**src/rtl/risc16b_mem_pkg.sv**
```systemverilog
// Shared types for the risc16b unified-memory arbiter: requester ids and
// the per-read tag carried down the return pipeline.
package risc16b_mem_pkg;

    typedef enum logic {
        PORT_I = 1'b0,
        PORT_D = 1'b1
    } port_id_t;

    typedef struct packed {
        logic     valid;
        port_id_t port;
    } tag_t;

    localparam logic [1:0] WE_NONE   = 2'b00;
    localparam tag_t       TAG_EMPTY = '{valid: 1'b0, port: PORT_I};

endpackage

```
**src/rtl/risc16b_mem_tagpipe.sv**
```systemverilog
// DEPTH-deep tag shift register; the tag pushed in cycle t appears at the
// output in cycle t+DEPTH, lining up with the memory's read data.
module risc16b_mem_tagpipe
    import risc16b_mem_pkg::*;
#(
    parameter int DEPTH = 1
) (
    input  logic clk_i,
    input  logic rst_i,
    input  logic in_valid_i,
    input  logic in_port_i,
    output logic out_valid_o,
    output logic out_port_o
);

    tag_t pipe_q [DEPTH];

    always_ff @(posedge clk_i) begin
        if (rst_i) begin
            for (int k = 0; k < DEPTH; k++) pipe_q[k] <= TAG_EMPTY;
        end else begin
            pipe_q[0] <= '{valid: in_valid_i, port: port_id_t'(in_port_i)};
            for (int k = 1; k < DEPTH; k++) pipe_q[k] <= pipe_q[k-1];
        end
    end

    assign out_valid_o = pipe_q[DEPTH-1].valid;
    assign out_port_o  = pipe_q[DEPTH-1].port;

endmodule

```
**src/rtl/risc16b_mem_arb.sv**
```systemverilog
// Arbitrates the risc16b fetch and data ports onto one single-ported memory
// and steers returning read data back to the port that issued the read.
module risc16b_mem_arb
    import risc16b_mem_pkg::*;
#(
    parameter int READ_LAT = 1,
    parameter int RR_MODE  = 0,
    parameter int MAX_WAIT = 3
) (
    input  logic        clk,
    input  logic        rst,
    input  logic        i_req,
    input  logic [15:0] i_addr,
    output logic        i_gnt,
    output logic        i_rvalid,
    output logic [15:0] i_rdata,
    input  logic        d_req,
    input  logic [15:0] d_addr,
    input  logic [1:0]  d_we,
    input  logic [15:0] d_wdata,
    output logic        d_gnt,
    output logic        d_rvalid,
    output logic [15:0] d_rdata,
    output logic [15:0] mem_addr,
    output logic        mem_oe,
    output logic [1:0]  mem_we,
    output logic [15:0] mem_dout,
    input  logic [15:0] mem_din
);

    localparam logic [3:0] WAIT_SAT = 4'(MAX_WAIT);

    logic [3:0]  wait_q, wait_d;
    port_id_t    last_q, last_d;
    logic [15:0] addr_q, addr_d;
    logic        i_win, d_win, d_rd;
    logic        tp_valid, tp_port, rsp_valid;

    always_comb begin : arbitrate
        i_win = 1'b0;
        d_win = 1'b0;
        if (!rst) begin
            if (i_req && d_req) begin
                if (RR_MODE != 0) begin
                    d_win = (last_q == PORT_I);
                    i_win = !d_win;
                end else if (wait_q == WAIT_SAT) begin
                    i_win = 1'b1;
                end else begin
                    d_win = 1'b1;
                end
            end else begin
                i_win = i_req;
                d_win = d_req;
            end
        end
    end

    // Aging only counts while fetch is actually waiting; any gap resets it.
    always_comb begin : next_state
        wait_d = wait_q;
        if (!i_req || i_win)
            wait_d = '0;
        else if (wait_q != WAIT_SAT)
            wait_d = wait_q + 4'd1;

        last_d = last_q;
        if (i_win)
            last_d = PORT_I;
        else if (d_win)
            last_d = PORT_D;

        addr_d = addr_q;
        if (i_win)
            addr_d = i_addr;
        else if (d_win)
            addr_d = d_addr;
    end

    always_ff @(posedge clk) begin
        if (rst) begin
            wait_q <= '0;
            last_q <= PORT_I;
            addr_q <= '0;
        end else begin
            wait_q <= wait_d;
            last_q <= last_d;
            addr_q <= addr_d;
        end
    end

    assign d_rd     = d_win && (d_we == WE_NONE);
    assign i_gnt    = i_win;
    assign d_gnt    = d_win;
    assign mem_addr = rst ? '0 : addr_d;
    assign mem_oe   = i_win || d_rd;
    assign mem_we   = d_win ? d_we : WE_NONE;
    assign mem_dout = (d_win && (d_we != WE_NONE)) ? d_wdata : '0;

    risc16b_mem_tagpipe #(.DEPTH(READ_LAT)) u_tagpipe (
        .clk_i       (clk),
        .rst_i       (rst),
        .in_valid_i  (mem_oe),
        .in_port_i   (d_rd),
        .out_valid_o (tp_valid),
        .out_port_o  (tp_port)
    );

    // The pipe clears on the reset edge; masking here also keeps the first reset cycle quiet.
    assign rsp_valid = tp_valid && !rst;
    assign i_rvalid  = rsp_valid && !tp_port;
    assign d_rvalid  = rsp_valid && tp_port;
    assign i_rdata   = i_rvalid ? mem_din : '0;
    assign d_rdata   = d_rvalid ? mem_din : '0;

endmodule
```
**config.mk**
```make
export PLATFORM = sky130hd
export DESIGN_NAME = risc16b_mem_arb
export DESIGN_NICKNAME = d
export VERILOG_FILES = /design/src/rtl/risc16b_mem_pkg.sv /design/src/rtl/risc16b_mem_tagpipe.sv /design/src/rtl/risc16b_mem_arb.sv
export SDC_FILE = /design/constraint.sdc
export NUM_CORES = 1
export LEC_CHECK = 0
export ABC_AREA = 1
export BUFFER_PORTS_ARGS = -buffer_cell sky130_fd_sc_hd__buf_2
export CORE_MARGIN = 3
export CORE_UTILIZATION = 38
export DETAILED_ROUTE_END_ITERATION = 12
export PLACE_DENSITY = 0.85
export SYNTH_ARGS = -nofsm -noshare
export SYNTH_HDL_FRONTEND = slang
export SYNTH_SLANG_ARGS = --single-unit
```
**constraint.sdc**
```tcl
create_clock -name clk -period 2 [get_ports clk]
set_input_delay 0.4 -clock clk [delete_from_list [all_inputs] [get_ports clk]]
set_output_delay 0.4 -clock clk [all_outputs]
set_load 0.05 [all_outputs]
```
==> results of run 1 <==
[timing repair]
| action | CTS | global route |
|---|---|---|
| gates cloned | 2 | 3 |
| hold buffers | 0 | 0 |
| endpoints found under the setup margin | 36 | 33 |
| buffers inserted | 1 | 2 |
| pin swaps | 2 | 5 |
| gates resized for setup | 58 | 23 |
[worst max-delay path, cell delays in order (launching register included)]
cell	delay, ns
dfxtp_2	0.35
nor2_4	0.19
buf_4	0.15
nand3_2	0.14
nand2_4	0.12
inv_4	0.06
nand2_8	0.14
nor2_4	0.04
buf_4	0.18
[report_power, final]
| group | switching (mW) | leakage, nW | internal, mW | total, mW |
|---|---|---|---|---|
| registers | 0.00843 | 0.184 | 0.462 | 0.470 |
| logic | 0.397 | 1.43 | 0.206 | 0.604 |
| clock network | 0.150 | 0.0288 | 0.176 | 0.326 |
| total | 0.556 | 1.64 | 0.844 | 1.40 |
[routing by layer]
metal  vias up  GRT usage
li1       1111          -
met1       972      0.233
met2        90      0.419
met3         8     0.0526
met4         0     0.0418
met5         -          0
[Yosys cell counts, drive strengths merged]
master,count
xnor2,1
a21oi,17
xor2,1
clkbuf,1
nand3,20
buf,12
ha,1
nand2,23
nor3,2
o21ai,18
inv,59
dfxtp,22
nor2,89
[cell families after synthesis]
family / after synthesis / share of synthesized area
compound gates: 35 / 0.110
xor+xnor: 2 / 0.0110
buf+inv: 72 / 0.202
fa+ha+maj: 1 / 0.00787
simple gates: 134 / 0.392
flops: 22 / 0.277
[through the flow]
| step | power (mW) | std cells | utilization |
|---|---|---|---|
| floorplan | 0.853 | 266 | - |
| global placement | 0.987 | 456 | 0.695 |
| detailed placement | 0.997 | 456 | 0.695 |
| CTS | 1.37 | 463 | 0.768 |
| global route | 1.47 | 468 | 0.807 |
| finish | 1.40 | 468 | 0.807 |
[final cells by class]
cell class,instances,area share
timing repair buffer,158,0.334
inverter,59,0.0720
multi-input combinational,177,0.412
sequential,22,0.145
tap,48,0.0193
clock buffer,4,0.0177
[worst paths after layout]
path,end,startpoint,slack (ns),depth (start not counted)
worst max register to register,addr_q[4]$_DFF_P_,wait_q[2]$_SDFFE_PP0P_,0.71,7
worst min register to register,wait_q[0]$_SDFFE_PP0P_,wait_q[0]$_SDFFE_PP0P_,0.46,1
worst max-delay path,mem_dout[14],wait_q[2]$_SDFFE_PP0P_,-0.04,8
worst min-delay path,addr_q[6]$_DFF_P_,i_addr[6],0.43,3
[state kept, by name (all words and copies together), names as in the netlist]
name and flops:
wait_q 4, u_tagpipe.pipe_q 2, addr_q 16
==> parameters.txt, run 1 <==
Parameter                              Value

Status
  Result of the run    complete, but fails checks
  Failing checks    setup timing

Yosys
  Main area contributors after synthesis    dfxtp_1, nor2_1, inv_1
  Count of state elements after synthesis    22
  Number of distinct standard cells referenced by the synthesized netlist    22
  Seq/Total Area, Yosys    0.277
  Average cell area after synthesis    5.97 sq um
  Count of synthesis-stage warnings from yosys    0
  Share of Yosys cell area claimed by the top area cell type    0.277
  Post-Syn Nets    337
  Post-synth design cell area    1590 sq um
  Number of instances in the synthesized netlist    266
  Top cell type by total area after synthesis    dfxtp_1

Final layout
  Area occupied by multi-input gates    1280 sq um
  Highest-count cells in the layout ignoring fill and taps    buf_2, inv_1, nor2_4
  Nets    492
  Post-route cell area    roughly 3100 sq um
  FILL cells    between 200 and 300
  Layout-stage area growth over the synthesis result    95.8%
  Footprint of the flip-flops and latches    452 sq um
  Share of final-layout standard cells stronger than drive strength 1    0.605
  Final antenna diode count    0
  Commonest non-fill, non-tap cell in the layout    buf_2

Routing
  Drt drc    0
  Top layer in use    met4
  First-iteration detailed-routing DRC count    between 80 and 90
  Met1 routed wirelength after detailed routing    2070 microns
  Met2 WL    3340 microns
  Met3 wire len    449 microns
  Via density    4.66
  Wire length reported by the detailed router    roughly 5900 microns
  Detail Route Antenna Nets    0
  Routed length per instance    12.7 microns
  Total via count after detailed routing    2181
  Total iterations of the first detailed-routing run    4

Clock network
  Clock tree from TritonCTS    yes
  CTS Root Cell    clkbuf_8
  Post-CTS clock slew at the launch and capture registers of the worst setup and hold paths    0.08 ns
  Insertion delay to the later sink of the worst-skew pair    between 0.2 and 0.3 ns
  TritonCTS Buffers    3
  Total clock sinks    22
  Clock H-tree levels    1
  Maximum buffer depth of the clock tree    2

Placement
  HPWL after DPL    4070 microns
  Count of buffers from port buffering    140
  Routability Congestion    between 0.8 and 0.9
  Worst Setup Slack post-DPL    0.0158 ns
  Cell area after placement    2680 sq um

Floorplanning
  Core Box Area    3850 sq um
  Starting density of the core    0.412
  Die boundary height    approximately 71 microns
  I/O pin cnt    141
  Die Area    4990 sq um
  Overall die width    70.7 microns
  Count of standard-cell rows    22

Timing
  Setup Viol. Count Final    25
  Setup TNS    -0.671 ns
  Worst hold slack    0.435 ns
  Final critical-path required period    2.04 ns
  Portion of the clock cycle consumed by the worst path in the final layout    1.02
  Slew at the pin with the worst max-slew slack    approximately 0.43 ns
  Setup WS post-layout    -0.0438 ns
  Fmax    0.489 GHz
  Hold Vio Cnt, Final    0
  Clock skew after layout    approximately 0.0033 ns
  Setup repair after global routing missed its margin    true
  Final max-slew violation count    0
  Normalized max-slew margin    0.709

Global route
  Wire length of the first global-routing pass    8910 microns
  Vias in the first global route    about 2000
  Sum of overflow across all layers after global routing    0
  Total global routing track utilization    0.215
  Initial antenna violation count    0
  Maximum number of pins on one net before global-route repair    19

Worst setup path
  Worst Path Arrival    1.64 ns
  Startpoint-to-endpoint class of the critical path    flop to primary output
  Startpoint Class    flop
  Top fanout value on the critical path    8
  Worst EP required    ~1.6 ns
  Critical path endpoint category    primary output

Power
  Lkg Pwr    1.64 nW
  Maximum ir drop on the vdd rail    0.528 mV
  Pwr Density    450 nW/um^2

Min path
  Hold Crit Class    input pin to flop

Run
  Number of max-cap violations    0
(Power assumes the default switching activity.)
==> run 2, diff against run 1 <==
==> constraint.sdc (replaced) <==
create_clock -name clk -period 2 [get_ports clk]
set_input_delay 0.2 -clock clk [delete_from_list [all_inputs] [get_ports clk]]
set_output_delay 0.2 -clock clk [all_outputs]
set_load 0.05 [all_outputs]
==> parameters.txt, run 2 (synthesized netlist as in run 1, its figures left out) <==
Parameter                              Value

Status
  Result of the run    finished clean (was complete, but fails checks)

Clock network
  Clock tree from TritonCTS    yes (unchanged)
  CTS Root Cell    clkbuf_8 (unchanged)
  Hold_buf cts    0 (unchanged)
  Total clock sinks    22 (unchanged)
  Maximum buffer depth of the clock tree    2 (unchanged)
  Post-CTS clock slew at the launch and capture registers of the worst setup and hold paths    0.08 ns (about the same)
  Clock H-tree levels    1 (unchanged)
  TritonCTS Buffers    3 (unchanged)
  Insertion delay to the later sink of the worst-skew pair    0.26 ns (was 0.27 ns)

Timing
  Setup TNS    0 ns (was -0.671 ns)
  Normalized max-slew margin    0.687 (was 0.709)
  Setup WS post-layout    0.0609 ns (was -0.0438 ns)
  Final critical-path required period    1.94 ns (was 2.04 ns)
  Fmax    0.516 GHz (was 0.489 GHz)
  Final max-slew violation count    0 (unchanged)
  Portion of the clock cycle consumed by the worst path in the final layout    0.970 (was 1.02)
  Worst hold slack    0.247 ns (was 0.435 ns)
  Clock skew after layout    0.00731 ns (was 0.00327 ns)
  Slew at the pin with the worst max-slew slack    0.470 ns (was 0.435 ns)
  Setup repair after global routing missed its margin    true (unchanged)
  Hold Vio Cnt, Final    0 (unchanged)
  Setup Viol. Count Final    0 (was 25)

Final layout
  Commonest non-fill, non-tap cell in the layout    buf_2 (unchanged)
  Post-route cell area    2560 sq um (was 3110 sq um)
  Final Core Density    0.665 (was 0.807)
  Share of final-layout standard cells stronger than drive strength 1    0.500 (was 0.605)
  FILL cells    340 (was 266)
  Nets    475 (was 492)
  Highest-count cells in the layout ignoring fill and taps    buf_2, inv_1, nor2_1 (was buf_2, inv_1, nor2_4)
  Final antenna diode count    0 (unchanged)
  Fin cells    450 (was 468)
  Layout-stage area growth over the synthesis result    61.2% (was 95.8%)
  Largest register FFs    16 (unchanged)
  Register with the most flip-flops    addr_q (unchanged)
  Registers with the most flip-flops    addr_q x16, wait_q x4, u_tagpipe.pipe_q x2 (unchanged)

Routing
  Drt drc    0 (unchanged)
  Routed length per instance    12.0 microns (was 12.7 microns)
  Via density    4.70 (was 4.66)
  Detail Route Antenna Nets    0 (unchanged)
  First-iteration detailed-routing DRC count    91 (was 83)
  Wire length reported by the detailed router    5410 microns (was 5920 microns)
  Total iterations of the first detailed-routing run    4 (unchanged)
  Total via count after detailed routing    2117 (was 2181)

Placement
  Post-Place Cells    442 (was 456)
  Worst Setup Slack post-DPL    0.0983 ns (was 0.0158 ns)
  Routability Congestion    0.791 (was 0.801)
  Cell area after placement    2310 sq um (was 2680 sq um)
  HPWL after DPL    3800 microns (was 4070 microns)
  Count of buffers from port buffering    140 (unchanged)

Power
  Combinational Power Share    0.405 (was 0.431)
  Internal power contribution    0.761 mW (was 0.844 mW)
  Proportion of power drawn by flip-flops and latches    0.377 (was 0.336)
  Clock power share    0.217 (was 0.233)
  Lkg Pwr    1.51 nW (was 1.64 nW)
  Maximum ir drop on the vdd rail    0.263 mV (was 0.528 mV)
  Net switching fraction of the power    0.391 (was 0.397)
  Power, Total    1.25 mW (was 1.40 mW)
  Sw Pwr    0.489 mW (was 0.556 mW)
  Pwr Density    488 nW/um^2 (was 450 nW/um^2)

Worst setup path
  Top fanout value on the critical path    18 (was 8)
  Worst Path Arrival    1.74 ns (was 1.64 ns)
  Startpoint Class    flop (unchanged)
  Most used cell, CP    nor2_1
  Buffers & Inverters on Critical Path    1 (was 3)
  Critical path endpoint category    primary output (unchanged)
  Critical path cell sequence    ha_4 -> nand2_2 -> nand2_4 -> nand2_8 -> nand2_1 -> nor2_1 -> nor2_1 -> buf_4 (was nor2_4 -> buf_4 -> nand3_2 -> nand2_4 -> inv_4 -> nand2_8 -> nor2_4 -> buf_4)
  Worst path max stage delay    0.37 ns (was 0.35 ns)
  Cell with the largest stage delay on the worst path    dfxtp_2 (unchanged)
  Startpoint-to-endpoint class of the critical path    flop to primary output (unchanged)
  Worst EP required    1.80 ns (was 1.60 ns)
  Crit path max-delay family    simple AND/OR/NAND/NOR gates (unchanged)

Min path
  Hold Crit Class    input pin to flop (unchanged)

Global route
  Total global routing track utilization    0.188 (was 0.215)
  Wire length of the first global-routing pass    7960 microns (was 8910 microns)
  Vias in the first global route    1867 (was 2046)
  Sum of overflow across all layers after global routing    0 (unchanged)
  Maximum number of pins on one net before global-route repair    36 (was 19)
  Initial antenna violation count    0 (unchanged)

Floorplanning
  Overall die width    70.7 microns (unchanged)
  Die Area    4990 sq um (unchanged)
  I/O pin cnt    141 (unchanged)
  Starting density of the core    0.412 (unchanged)
  Count of standard-cell rows    22 (unchanged)
  Die boundary height    70.7 microns (unchanged)
  Core Box Area    3850 sq um (unchanged)

Run
  Number of max-cap violations    0 (unchanged)
[run 2: path summary, 6_finish.rpt]
kind                                              from                endpoint  slack [ns]  depth (start not counted)
worst max-delay path            wait_q[1]$_SDFFE_PP0P_             mem_addr[9]        0.06                          8
worst min-delay path                         i_addr[1]       addr_q[1]$_DFF_P_        0.25                          3
worst max register to register  wait_q[1]$_SDFFE_PP0P_      addr_q[12]$_DFF_P_        0.63                          6
worst min register to register  wait_q[0]$_SDFFE_PP0P_  wait_q[0]$_SDFFE_PP0P_        0.45                          1
[run 2: power groups by stage]
stage | combinational [mW] | clock [mW] | sequential, mW
4_1_cts | 0.475 | 0.278 | 0.471
6_report | 0.507 | 0.272 | 0.472
5_1_grt | 0.547 | 0.298 | 0.475
3_5_place_dp | 0.458 | 0 | 0.481
3_3_place_gp | 0.453 | 0 | 0.480
2_1_floorplan | 0.327 | 0 | 0.480
[run 2: timing repair]
item                                    in CTS  in global routing
gates cloned                                 1                  2
resized for setup                           16                 42
pin swaps                                    1                  4
endpoints found under the setup margin      32                 32
setup buffers                                0                  2
[run 2: area by class of cell]
type	instances	area (sq um)	area share
multi-input combinational	175	960	0.375
inverter	59	221	0.0865
clock buffer	3	41.3	0.0161
sequential	22	444	0.173
tap	48	60.1	0.0234
timing repair buffer	143	835	0.326
[run 2: metal layers]
layer  share of wire  GRT usage
met1            0.36      0.206
met2            0.51      0.365
met3            0.10     0.0298
met4           0.028     0.0605
met5               0          0
[run 2: tightest hold or removal path, stage by stage]
cell and delay [ns]:
buf_2 0.08, o21ai_1 0.06, nor2_1 0.13
